## src/rtl/imm_encoder_pkg.sv

```systemverilog
// imm_enc_pkg: shared types and constants for the immediate encoder.
//   imm_type_e  - immediate format selector (I, S, B, U, J, LI)
//   OPC_*       - opcodes the encoder generates on its own for LI expansion
//   enc_state_e - encoder FSM states
//   LIM_*       - signed range limits for the immediate checks
//   imm_legal() - range/alignment check used on request acceptance
// Optional feature macro: IMM_ENC_LI_EN (LI pseudo-op expansion).
package imm_enc_pkg;

  typedef enum logic [2:0] {
    IMM_I  = 3'b000,
    IMM_S  = 3'b001,
    IMM_B  = 3'b010,
    IMM_U  = 3'b011,
    IMM_J  = 3'b100,
    IMM_LI = 3'b101
  } imm_type_e;

  localparam logic [6:0] OPC_LUI    = 7'b0110111;
  localparam logic [6:0] OPC_OP_IMM = 7'b0010011;

`ifdef IMM_ENC_LI_EN
  typedef enum logic [1:0] {
    ST_IDLE      = 2'd0,
    ST_EMIT      = 2'd1,
    ST_EMIT_LUI  = 2'd2,
    ST_EMIT_ADDI = 2'd3
  } enc_state_e;
`else
  typedef enum logic [1:0] {
    ST_IDLE = 2'd0,
    ST_EMIT = 2'd1
  } enc_state_e;
`endif

  localparam logic signed [31:0] LIM_I_MIN = -32'sd2048;
  localparam logic signed [31:0] LIM_I_MAX = 32'sd2047;
  localparam logic signed [31:0] LIM_B_MIN = -32'sd4096;
  localparam logic signed [31:0] LIM_B_MAX = 32'sd4094;
  localparam logic signed [31:0] LIM_J_MIN = -32'sd1048576;
  localparam logic signed [31:0] LIM_J_MAX = 32'sd1048574;

  // True when imm can be represented exactly in the selected format.
  function automatic logic imm_legal(input logic [2:0] imm_type, input logic [31:0] imm);
    logic signed [31:0] simm;
    logic ok;
    simm = $signed(imm);
    ok   = 1'b0;
    case (imm_type)
      IMM_I, IMM_S: ok = (simm >= LIM_I_MIN) && (simm <= LIM_I_MAX);
      IMM_B:        ok = (simm >= LIM_B_MIN) && (simm <= LIM_B_MAX) && !imm[0];
      IMM_J:        ok = (simm >= LIM_J_MIN) && (simm <= LIM_J_MAX) && !imm[0];
      IMM_U:        ok = (imm[11:0] == 12'h000);
`ifdef IMM_ENC_LI_EN
      // Any 32-bit value is reachable with LUI+ADDI.
      IMM_LI:       ok = 1'b1;
`endif
      default:      ok = 1'b0;
    endcase
    return ok;
  endfunction

endpackage

```

## src/rtl/imm_encoder_if.sv

```systemverilog
// imm_encoder_if: request and instruction-stream signals of the encoder.
//   req_*    - decoded operation in, valid/ready handshake
//   instr_*  - encoded words out, valid/ready handshake, last marker
//   err      - one-cycle reject pulse
//   emit_cnt - count of handed-off words (CNT_W bits, wraps)
// Modports: slave = encoder side, master = requester/consumer side.
interface imm_encoder_if #(
  parameter int CNT_W = 16
);
  logic             req_valid;
  logic             req_ready;
  logic [2:0]       req_imm_type;
  logic [31:0]      req_imm;
  logic [4:0]       req_rd;
  logic [4:0]       req_rs1;
  logic [4:0]       req_rs2;
  logic [2:0]       req_funct3;
  logic [6:0]       req_funct7;
  logic [6:0]       req_opcode;
  logic             instr_valid;
  logic             instr_ready;
  logic [31:0]      instr;
  logic             instr_last;
  logic             err;
  logic [CNT_W-1:0] emit_cnt;

  modport slave (
    input  req_valid, req_imm_type, req_imm, req_rd, req_rs1, req_rs2,
           req_funct3, req_funct7, req_opcode, instr_ready,
    output req_ready, instr_valid, instr, instr_last, err, emit_cnt
  );

  modport master (
    output req_valid, req_imm_type, req_imm, req_rd, req_rs1, req_rs2,
           req_funct3, req_funct7, req_opcode, instr_ready,
    input  req_ready, instr_valid, instr, instr_last, err, emit_cnt
  );
endinterface

```

## src/rtl/imm_field_pack.sv

```systemverilog
// imm_field_pack: combinational RV32I word packer.
//   imm_type        in  format selector (I/S/B/U/J; anything else -> 0)
//   imm             in  immediate value
//   rd/rs1/rs2      in  register fields
//   funct3/funct7   in  function fields (funct7 only for OP-IMM shifts)
//   opcode          in  opcode field
//   word            out packed instruction word
module imm_field_pack
  import imm_enc_pkg::*;
(
  input  logic [2:0]  imm_type,
  input  logic [31:0] imm,
  input  logic [4:0]  rd,
  input  logic [4:0]  rs1,
  input  logic [4:0]  rs2,
  input  logic [2:0]  funct3,
  input  logic [6:0]  funct7,
  input  logic [6:0]  opcode,
  output logic [31:0] word
);

  // Shift-immediates carry funct7 in the upper bits and a 5-bit shamt.
  logic       is_shift;
  logic [6:0] i_upper;

  assign is_shift = (opcode == OPC_OP_IMM) && ((funct3 == 3'b001) || (funct3 == 3'b101));
  assign i_upper  = is_shift ? funct7 : imm[11:5];

  always_comb begin
    word = 32'h0;
    case (imm_type)
      IMM_I: word = {i_upper, imm[4:0], rs1, funct3, rd, opcode};
      IMM_S: word = {imm[11:5], rs2, rs1, funct3, imm[4:0], opcode};
      IMM_B: word = {imm[12], imm[10:5], rs2, rs1, funct3, imm[4:1], imm[11], opcode};
      IMM_U: word = {imm[31:12], rd, opcode};
      IMM_J: word = {imm[20], imm[10:1], imm[11], imm[19:12], rd, opcode};
      default: word = 32'h0;
    endcase
  end

endmodule

```

## src/rtl/imm_encoder.sv

```systemverilog
// imm_encoder: sequential RV32I immediate encoder.
//   clk    in  clock
//   rst_n  in  asynchronous active-low reset
//   bus    slave modport of imm_encoder_if (request in, word stream out,
//          err pulse, emit_cnt)
// A legal request produces one word (or an LUI/ADDI pair for LI) one cycle
// after acceptance; illegal requests pulse err and emit nothing.
// Optional feature macro: IMM_ENC_LI_EN enables LI expansion.
module imm_encoder
  import imm_enc_pkg::*;
#(
  parameter int CNT_W = 16
) (
  input  logic        clk,
  input  logic        rst_n,
  imm_encoder_if.slave bus
);

  enc_state_e       state_reg;
  logic [31:0]      instr_reg;
  logic             instr_valid_reg;
  logic             instr_last_reg;
  logic             err_reg;
  logic [CNT_W-1:0] cnt_reg;

  logic             req_legal;
  logic             hs;

  logic [2:0]       p0_type;
  logic [31:0]      p0_imm;
  logic [4:0]       p0_rs1;
  logic [4:0]       p0_rs2;
  logic [2:0]       p0_funct3;
  logic [6:0]       p0_funct7;
  logic [6:0]       p0_opcode;
  logic [31:0]      p0_word;

  assign req_legal = imm_legal(bus.req_imm_type, bus.req_imm);
  assign hs        = instr_valid_reg && bus.instr_ready;

`ifdef IMM_ENC_LI_EN
  logic        is_li;
  logic [19:0] li_hi;
  logic [11:0] li_lo;
  logic [31:0] p1_word;
  logic [31:0] addi_word_reg;

  // hi = (imm + 0x800) >> 12, computed on the upper bits only; the carry
  // out of bit 11 is exactly imm[11], and the sum wraps modulo 2^32.
  assign is_li = (bus.req_imm_type == IMM_LI);
  assign li_hi = bus.req_imm[31:12] + {19'd0, bus.req_imm[11]};
  assign li_lo = bus.req_imm[11:0];

  // First word: LUI when hi is non-zero, otherwise ADDI rd,x0,lo.
  assign p0_type   = !is_li ? bus.req_imm_type : (li_hi == 20'd0) ? IMM_I : IMM_U;
  assign p0_imm    = !is_li ? bus.req_imm : (li_hi == 20'd0) ? {20'd0, li_lo} : {li_hi, 12'd0};
  assign p0_rs1    = is_li ? 5'd0 : bus.req_rs1;
  assign p0_rs2    = is_li ? 5'd0 : bus.req_rs2;
  assign p0_funct3 = is_li ? 3'd0 : bus.req_funct3;
  assign p0_funct7 = is_li ? 7'd0 : bus.req_funct7;
  assign p0_opcode = !is_li ? bus.req_opcode : (li_hi == 20'd0) ? OPC_OP_IMM : OPC_LUI;

  // Second word of a pair: ADDI rd,rd,lo, captured at acceptance.
  imm_field_pack u_pack_addi (
    .imm_type (IMM_I),
    .imm      ({20'd0, li_lo}),
    .rd       (bus.req_rd),
    .rs1      (bus.req_rd),
    .rs2      (5'd0),
    .funct3   (3'd0),
    .funct7   (7'd0),
    .opcode   (OPC_OP_IMM),
    .word     (p1_word)
  );
`else
  assign p0_type   = bus.req_imm_type;
  assign p0_imm    = bus.req_imm;
  assign p0_rs1    = bus.req_rs1;
  assign p0_rs2    = bus.req_rs2;
  assign p0_funct3 = bus.req_funct3;
  assign p0_funct7 = bus.req_funct7;
  assign p0_opcode = bus.req_opcode;
`endif

  imm_field_pack u_pack_first (
    .imm_type (p0_type),
    .imm      (p0_imm),
    .rd       (bus.req_rd),
    .rs1      (p0_rs1),
    .rs2      (p0_rs2),
    .funct3   (p0_funct3),
    .funct7   (p0_funct7),
    .opcode   (p0_opcode),
    .word     (p0_word)
  );

  always_ff @(posedge clk or negedge rst_n) begin
    if (!rst_n) begin
      state_reg       <= ST_IDLE;
      instr_reg       <= 32'h0;
      instr_valid_reg <= 1'b0;
      instr_last_reg  <= 1'b0;
      err_reg         <= 1'b0;
      cnt_reg         <= '0;
`ifdef IMM_ENC_LI_EN
      addi_word_reg   <= 32'h0;
`endif
    end else begin
      err_reg <= 1'b0;
      if (hs) begin
        cnt_reg <= cnt_reg + CNT_W'(1);
      end

      case (state_reg)
        ST_IDLE: begin
          if (bus.req_valid) begin
            if (!req_legal) begin
              err_reg <= 1'b1;
            end else begin
              instr_reg       <= p0_word;
              instr_valid_reg <= 1'b1;
`ifdef IMM_ENC_LI_EN
              addi_word_reg   <= p1_word;
              if (is_li) begin
                if (li_hi == 20'd0) begin
                  state_reg      <= ST_EMIT_ADDI;
                  instr_last_reg <= 1'b1;
                end else begin
                  // LUI alone is the whole expansion when lo is zero.
                  state_reg      <= ST_EMIT_LUI;
                  instr_last_reg <= (li_lo == 12'd0);
                end
              end else
`endif
              begin
                state_reg      <= ST_EMIT;
                instr_last_reg <= 1'b1;
              end
            end
          end
        end

        ST_EMIT: begin
          if (hs) begin
            instr_valid_reg <= 1'b0;
            instr_last_reg  <= 1'b0;
            state_reg       <= ST_IDLE;
          end
        end

`ifdef IMM_ENC_LI_EN
        ST_EMIT_LUI: begin
          if (hs) begin
            if (instr_last_reg) begin
              instr_valid_reg <= 1'b0;
              instr_last_reg  <= 1'b0;
              state_reg       <= ST_IDLE;
            end else begin
              instr_reg      <= addi_word_reg;
              instr_last_reg <= 1'b1;
              state_reg      <= ST_EMIT_ADDI;
            end
          end
        end

        ST_EMIT_ADDI: begin
          if (hs) begin
            instr_valid_reg <= 1'b0;
            instr_last_reg  <= 1'b0;
            state_reg       <= ST_IDLE;
          end
        end
`endif

        default: begin
          instr_valid_reg <= 1'b0;
          instr_last_reg  <= 1'b0;
          state_reg       <= ST_IDLE;
        end
      endcase
    end
  end

  assign bus.req_ready   = (state_reg == ST_IDLE);
  assign bus.instr_valid = instr_valid_reg;
  assign bus.instr       = instr_reg;
  assign bus.instr_last  = instr_last_reg;
  assign bus.err         = err_reg;
  assign bus.emit_cnt    = cnt_reg;

endmodule

```

## src/flat_wrapper.sv

```systemverilog
// flat-port wrapper written by rule: the top's interface ports become plain ports
module imm_encoder_flat import imm_enc_pkg::*;
#(
  parameter int CNT_W = 16
)
  (clk, rst_n, bus_req_valid, bus_req_imm_type, bus_req_imm, bus_req_rd, bus_req_rs1, bus_req_rs2, bus_req_funct3, bus_req_funct7, bus_req_opcode, bus_instr_ready, bus_req_ready, bus_instr_valid, bus_instr, bus_instr_last, bus_err, bus_emit_cnt);
  imm_encoder_if #(.CNT_W(CNT_W)) bus_i ();
  input  logic clk;
  input  logic rst_n;
  input wire logic [$bits(bus_i.req_valid)-1:0] bus_req_valid;
  input wire logic [$bits(bus_i.req_imm_type)-1:0] bus_req_imm_type;
  input wire logic [$bits(bus_i.req_imm)-1:0] bus_req_imm;
  input wire logic [$bits(bus_i.req_rd)-1:0] bus_req_rd;
  input wire logic [$bits(bus_i.req_rs1)-1:0] bus_req_rs1;
  input wire logic [$bits(bus_i.req_rs2)-1:0] bus_req_rs2;
  input wire logic [$bits(bus_i.req_funct3)-1:0] bus_req_funct3;
  input wire logic [$bits(bus_i.req_funct7)-1:0] bus_req_funct7;
  input wire logic [$bits(bus_i.req_opcode)-1:0] bus_req_opcode;
  input wire logic [$bits(bus_i.instr_ready)-1:0] bus_instr_ready;
  output wire logic [$bits(bus_i.req_ready)-1:0] bus_req_ready;
  output wire logic [$bits(bus_i.instr_valid)-1:0] bus_instr_valid;
  output wire logic [$bits(bus_i.instr)-1:0] bus_instr;
  output wire logic [$bits(bus_i.instr_last)-1:0] bus_instr_last;
  output wire logic [$bits(bus_i.err)-1:0] bus_err;
  output wire logic [$bits(bus_i.emit_cnt)-1:0] bus_emit_cnt;
  assign bus_i.req_valid = bus_req_valid;
  assign bus_i.req_imm_type = bus_req_imm_type;
  assign bus_i.req_imm = bus_req_imm;
  assign bus_i.req_rd = bus_req_rd;
  assign bus_i.req_rs1 = bus_req_rs1;
  assign bus_i.req_rs2 = bus_req_rs2;
  assign bus_i.req_funct3 = bus_req_funct3;
  assign bus_i.req_funct7 = bus_req_funct7;
  assign bus_i.req_opcode = bus_req_opcode;
  assign bus_i.instr_ready = bus_instr_ready;
  assign bus_req_ready = bus_i.req_ready;
  assign bus_instr_valid = bus_i.instr_valid;
  assign bus_instr = bus_i.instr;
  assign bus_instr_last = bus_i.instr_last;
  assign bus_err = bus_i.err;
  assign bus_emit_cnt = bus_i.emit_cnt;
  imm_encoder #(.CNT_W(CNT_W)) u_core (.clk(clk), .rst_n(rst_n), .bus(bus_i));
endmodule
```

## config.mk

```make
export PLATFORM = sky130hd
export DESIGN_NAME = imm_encoder_flat
export DESIGN_NICKNAME = d
export VERILOG_FILES = /design/src/rtl/imm_encoder_pkg.sv /design/src/rtl/imm_encoder_if.sv /design/src/rtl/imm_field_pack.sv /design/src/rtl/imm_encoder.sv /design/src/flat_wrapper.sv
export SDC_FILE = /design/constraint.sdc
export NUM_CORES = 1
export LEC_CHECK = 0
export ABC_AREA = 0
export BUFFER_PORTS_ARGS = -buffer_cell sky130_fd_sc_hd__buf_4
export CORE_MARGIN = 1.5
export CORE_UTILIZATION = 50
export CTS_CLUSTER_SIZE = 40
export DETAILED_ROUTE_END_ITERATION = 8
export GPL_TIMING_DRIVEN = 0
export PLACE_DENSITY = 0.83
export SYNTH_ARGS = -nofsm -noshare
export SYNTH_HDL_FRONTEND = slang
export SYNTH_SLANG_ARGS = --single-unit
```

## constraint.sdc

```tcl
create_clock -name clk -period 4 [get_ports clk]
set_input_delay 0.2 -clock clk [delete_from_list [all_inputs] [get_ports clk]]
set_output_delay 0.2 -clock clk [all_outputs]
set_load 0.02 [all_outputs]
```

==> metrics.md <==
| Metric | Value |
|---|---|
| Outcome | `finished clean` |
| CORE AREA | `0.00561 mm^2` |
| Crit. Startpoint | `bus_req_imm[25]` |
| Internal | `0.000781 W` |
| Share of cells above drive strength 1 | `35.7%` |
| Slew Limit Fails | `0` |
| I/O pin cnt | `123` |
| CTS root buf | `clkbuf_8` |
| First-pass GRT wire length | `13.1 mm` |
| Clock Power Share | `34.5%` |
| Synth Instances | `293` |
| Worst IR Drop VDD | `0.176 mV` |
| Sw Pwr | `0.000270 W` |
| Vias in the first global route | `2803` |
| Later-pin clock latency in the skew report | `0.31 ns` |
| Unique masters post-synth | `38` |
| Hold Crit Depth | `2` |
| DRT Pass-1 Iters | `4` |
| Clock period minus final worst setup slack | `2.04 ns` |
| Sequential fraction of design power | `48.6%` |
| Layout Nets | `492` |
| Layout area overhead | `37.2%` |
| Die Ht | `79.9 um` |
| HP Class | `in2reg` |
| Fin. Hold Viols | `0` |
| CP Capture Type | `flip-flop` |
| FF-to-FF Start | `u_core.bus.instr_valid` |
| Initial antenna violation count | `0` |
| Type of origin of the critical path | `primary input` |
| Post-CTS Resized | `0` |
| Switching portion of total power | `25.7%` |
| CTS H-tree lvls | `2` |
| Initial DRC Count | `115` |
| Hold path start | `bus_instr_ready` |
| Post-route setup TNS | `0 ns` |
| Crit path DAT | `2.23 ns` |
| R2R depth | `7` |
| Sequential element share of the synthesized area | `42.3%` |
| Setup bufs post-CTS | `0` |
| Gate power share | `16.9%` |
| Yosys synthesis warning count | `0` |
| Routed Antenna Nets | `0` |
| Data required, critical path | `4.19 ns` |
| Gr usage total | `26.9%` |
| Mapped cell area | `0.00296 mm^2` |
| Maximum Capacitance Violations | `0` |
| Worst Skew | `0.00589 ns` |
| DIE AREA | `0.00638 mm^2` |
| Fillers | `446` |
| Starting Density | `52.7%` |
| Max Fclk | `491 MHz` |
| GR Overflow Total | `0` |
| Inserted Clock Buffers | `5` |
| RSZ-0062 raised after global routing | `no` |
| Setup-failing EPs final | `0` |
| Mean area per synthesized cell | `10.1 um^2` |
| Worst Tran Pin Value | `0.637 ns` |
| Largest register FFs | `32` |
| Hold WS | `0.0727 ns` |
| Drt wl/cell | `16.8 um` |
| IO Port Bufs | `119` |
| Std cell rows | `27` |
| Post-Route WL | `8.28 mm` |
| Vias per cell | `5.75` |
| Final worst path period share | `50.9%` |
| Kind of critical path | `in2reg` |
| # hold bufs at CTS | `1` |
| Relative slew margins | `57.6%` |
| # clock sinks | `50` |
| Post-detail-place hpwl | `6.40 mm` |
| Clock buffer depth | `2` |
| Crit path max fanout | `10` |
| Vias post-DR | `2830` |
| Final RePlAce weighted congestion | `0.837` |
| Antenna cells | `0` |
| Power Density | `259 mW/mm^2` |
| Worst-path clk slew | `0.09 ns` |
| CTS tree | `yes` |
| Largest net degree at the start of global routing | `51` |
| Post-synthesis register bit count | `50` |
| Die X | `79.9 um` |
| Syn_nets | `365` |
| DRC | `0` |
| Leak | `2.04 nW` |
-- cells by family after synthesis --
family / synth area share (%)
AOI/OAI and AO/OA: 13.5
muxes: 17.7
DFF: 42.3
xor gates and xnor gates: 4.44
adders and majority gates: 0.423
and+or+nand+nor: 17.1
buffers and inverters: 4.44
-- path summary, 6_finish.rpt --
check | to | slack, ns
setup reg to reg | u_core.bus.emit_cnt[15] | 2.12
min in group asynchronous | u_core.bus.instr[17] | 0.43
max in group asynchronous | u_core.bus.instr[20] | 3.12
setup / recovery | u_core.bus.instr[31] | 1.96
hold / removal | u_core.bus.instr_valid | 0.07
hold reg to reg | u_core.bus.instr[9] | 0.49
-- per-stage QoR --
step / std cells / worst slack, ns / area [um^2] / total power, W / utilization [%]
floorplan: 293 / 1.89 / 2960 / 0.000599 / -
detailed placement: 484 / 1.64 / 3940 / 0.000696 / 70.3
finish: 492 / 1.96 / 4060 / 0.00105 / 72.4
global route: 492 / 1.76 / 4060 / 0.00110 / 72.4
CTS: 492 / 1.96 / 4060 / 0.00106 / 72.4
global placement: 484 / 1.65 / 3940 / 0.000691 / 70.3
-- worst max-delay path, cell delays in order --
cell and delay [ns]:
buf_4 0.12, nor4_1 0.27, nand3_1 0.14, or3_1 0.36, o311a_1 0.17, o32ai_4 0.39
buf_6 0.22, mux2_1 0.35
-- placed cells by master, fill, tap and decap left out, types with 2 or more instances in the layout --
| master | instances |
|---|---|
| nor3_1 | 4 |
| a221o_1 | 6 |
| a21oi_1 | 18 |
| mux2i_1 | 4 |
| clkbuf_8 | 5 |
| and3_1 | 2 |
| clkbuf_1 | 11 |
| nand3_1 | 7 |
| buf_4 | 122 |
| xor2_1 | 4 |
| buf_2 | 2 |
| buf_6 | 3 |
| and2_1 | 3 |
| nor4b_1 | 2 |
| and4_1 | 2 |
| a22oi_1 | 9 |
| mux2_1 | 29 |
| nor2b_1 | 19 |
| o22ai_1 | 8 |
| dfrtp_1 | 50 |
| o21ai_0 | 11 |
| nand4_1 | 10 |
| mux2_2 | 14 |
| nor4_1 | 7 |
| nand2_1 | 25 |
| inv_1 | 5 |
| xnor2_1 | 11 |
| nor2_1 | 13 |
-- final cells by class --
type | count | area [um^2] | area share [%]
multi-input cells | 218 | 1570 | 38.8
inverters | 5 | 18.8 | 0.463
clock inverters | 2 | 38.8 | 0.956
flip-flops and latches | 50 | 1250 | 30.8
plain buffers | 20 | 113 | 2.78
repair buffers | 120 | 903 | 22.3
well taps | 72 | 90.1 | 2.22
clock buffers | 5 | 68.8 | 1.70
-- power by group through the flow --
stage	clock network (W)	registers (W)	logic, W
6_report	0.000362	0.000511	0.000178
5_1_grt	0.000390	0.000511	0.000195
4_1_cts	0.000369	0.000511	0.000176
3_5_place_dp	0	0.000521	0.000175
3_3_place_gp	0	0.000520	0.000171
2_1_floorplan	0	0.000524	0.0000745
-- Yosys cell counts, drive strengths merged --
cell type	number	share of area [%]
dfrtp	50	42
mux2	43	16
nand2	25	3.2
nor2b	19	4.0
a21oi	18	3.0
nor2	13	1.7
clkbuf	12	1.6
o21ai	11	1.9
xnor2	11	3.3
nand4	10	2.1
a22oi	9	2.3
buf	8	2.2
o22ai	8	1.7
nand3	7	1.2
nor4	7	1.5
a221o	6	2.0
inv	5	0.63
mux2i	4	1.4
nor3	4	0.68
xor2	4	1.2
and2	3	0.63
and3	2	0.42
and4	2	0.59
nor4b	2	0.59
a211oi	1	0.25
a21o	1	0.25
a32oi	1	0.30
ha	1	0.42
nor4bb	1	0.34
o21bai	1	0.25
o311a	1	0.34
o31a	1	0.30
o32ai	1	0.93
or3	1	0.21
-- metal layers --
metal  global-route usage, %  share of wire (%)  wire (um)
met1                    33.3                 41       3390
met2                    44.8                 48       3990
met3                    7.89                9.1        755
met4                    9.14                1.8        150
met5                       0                  0          0
No activity file was read; power rests on OpenSTA's default activity.
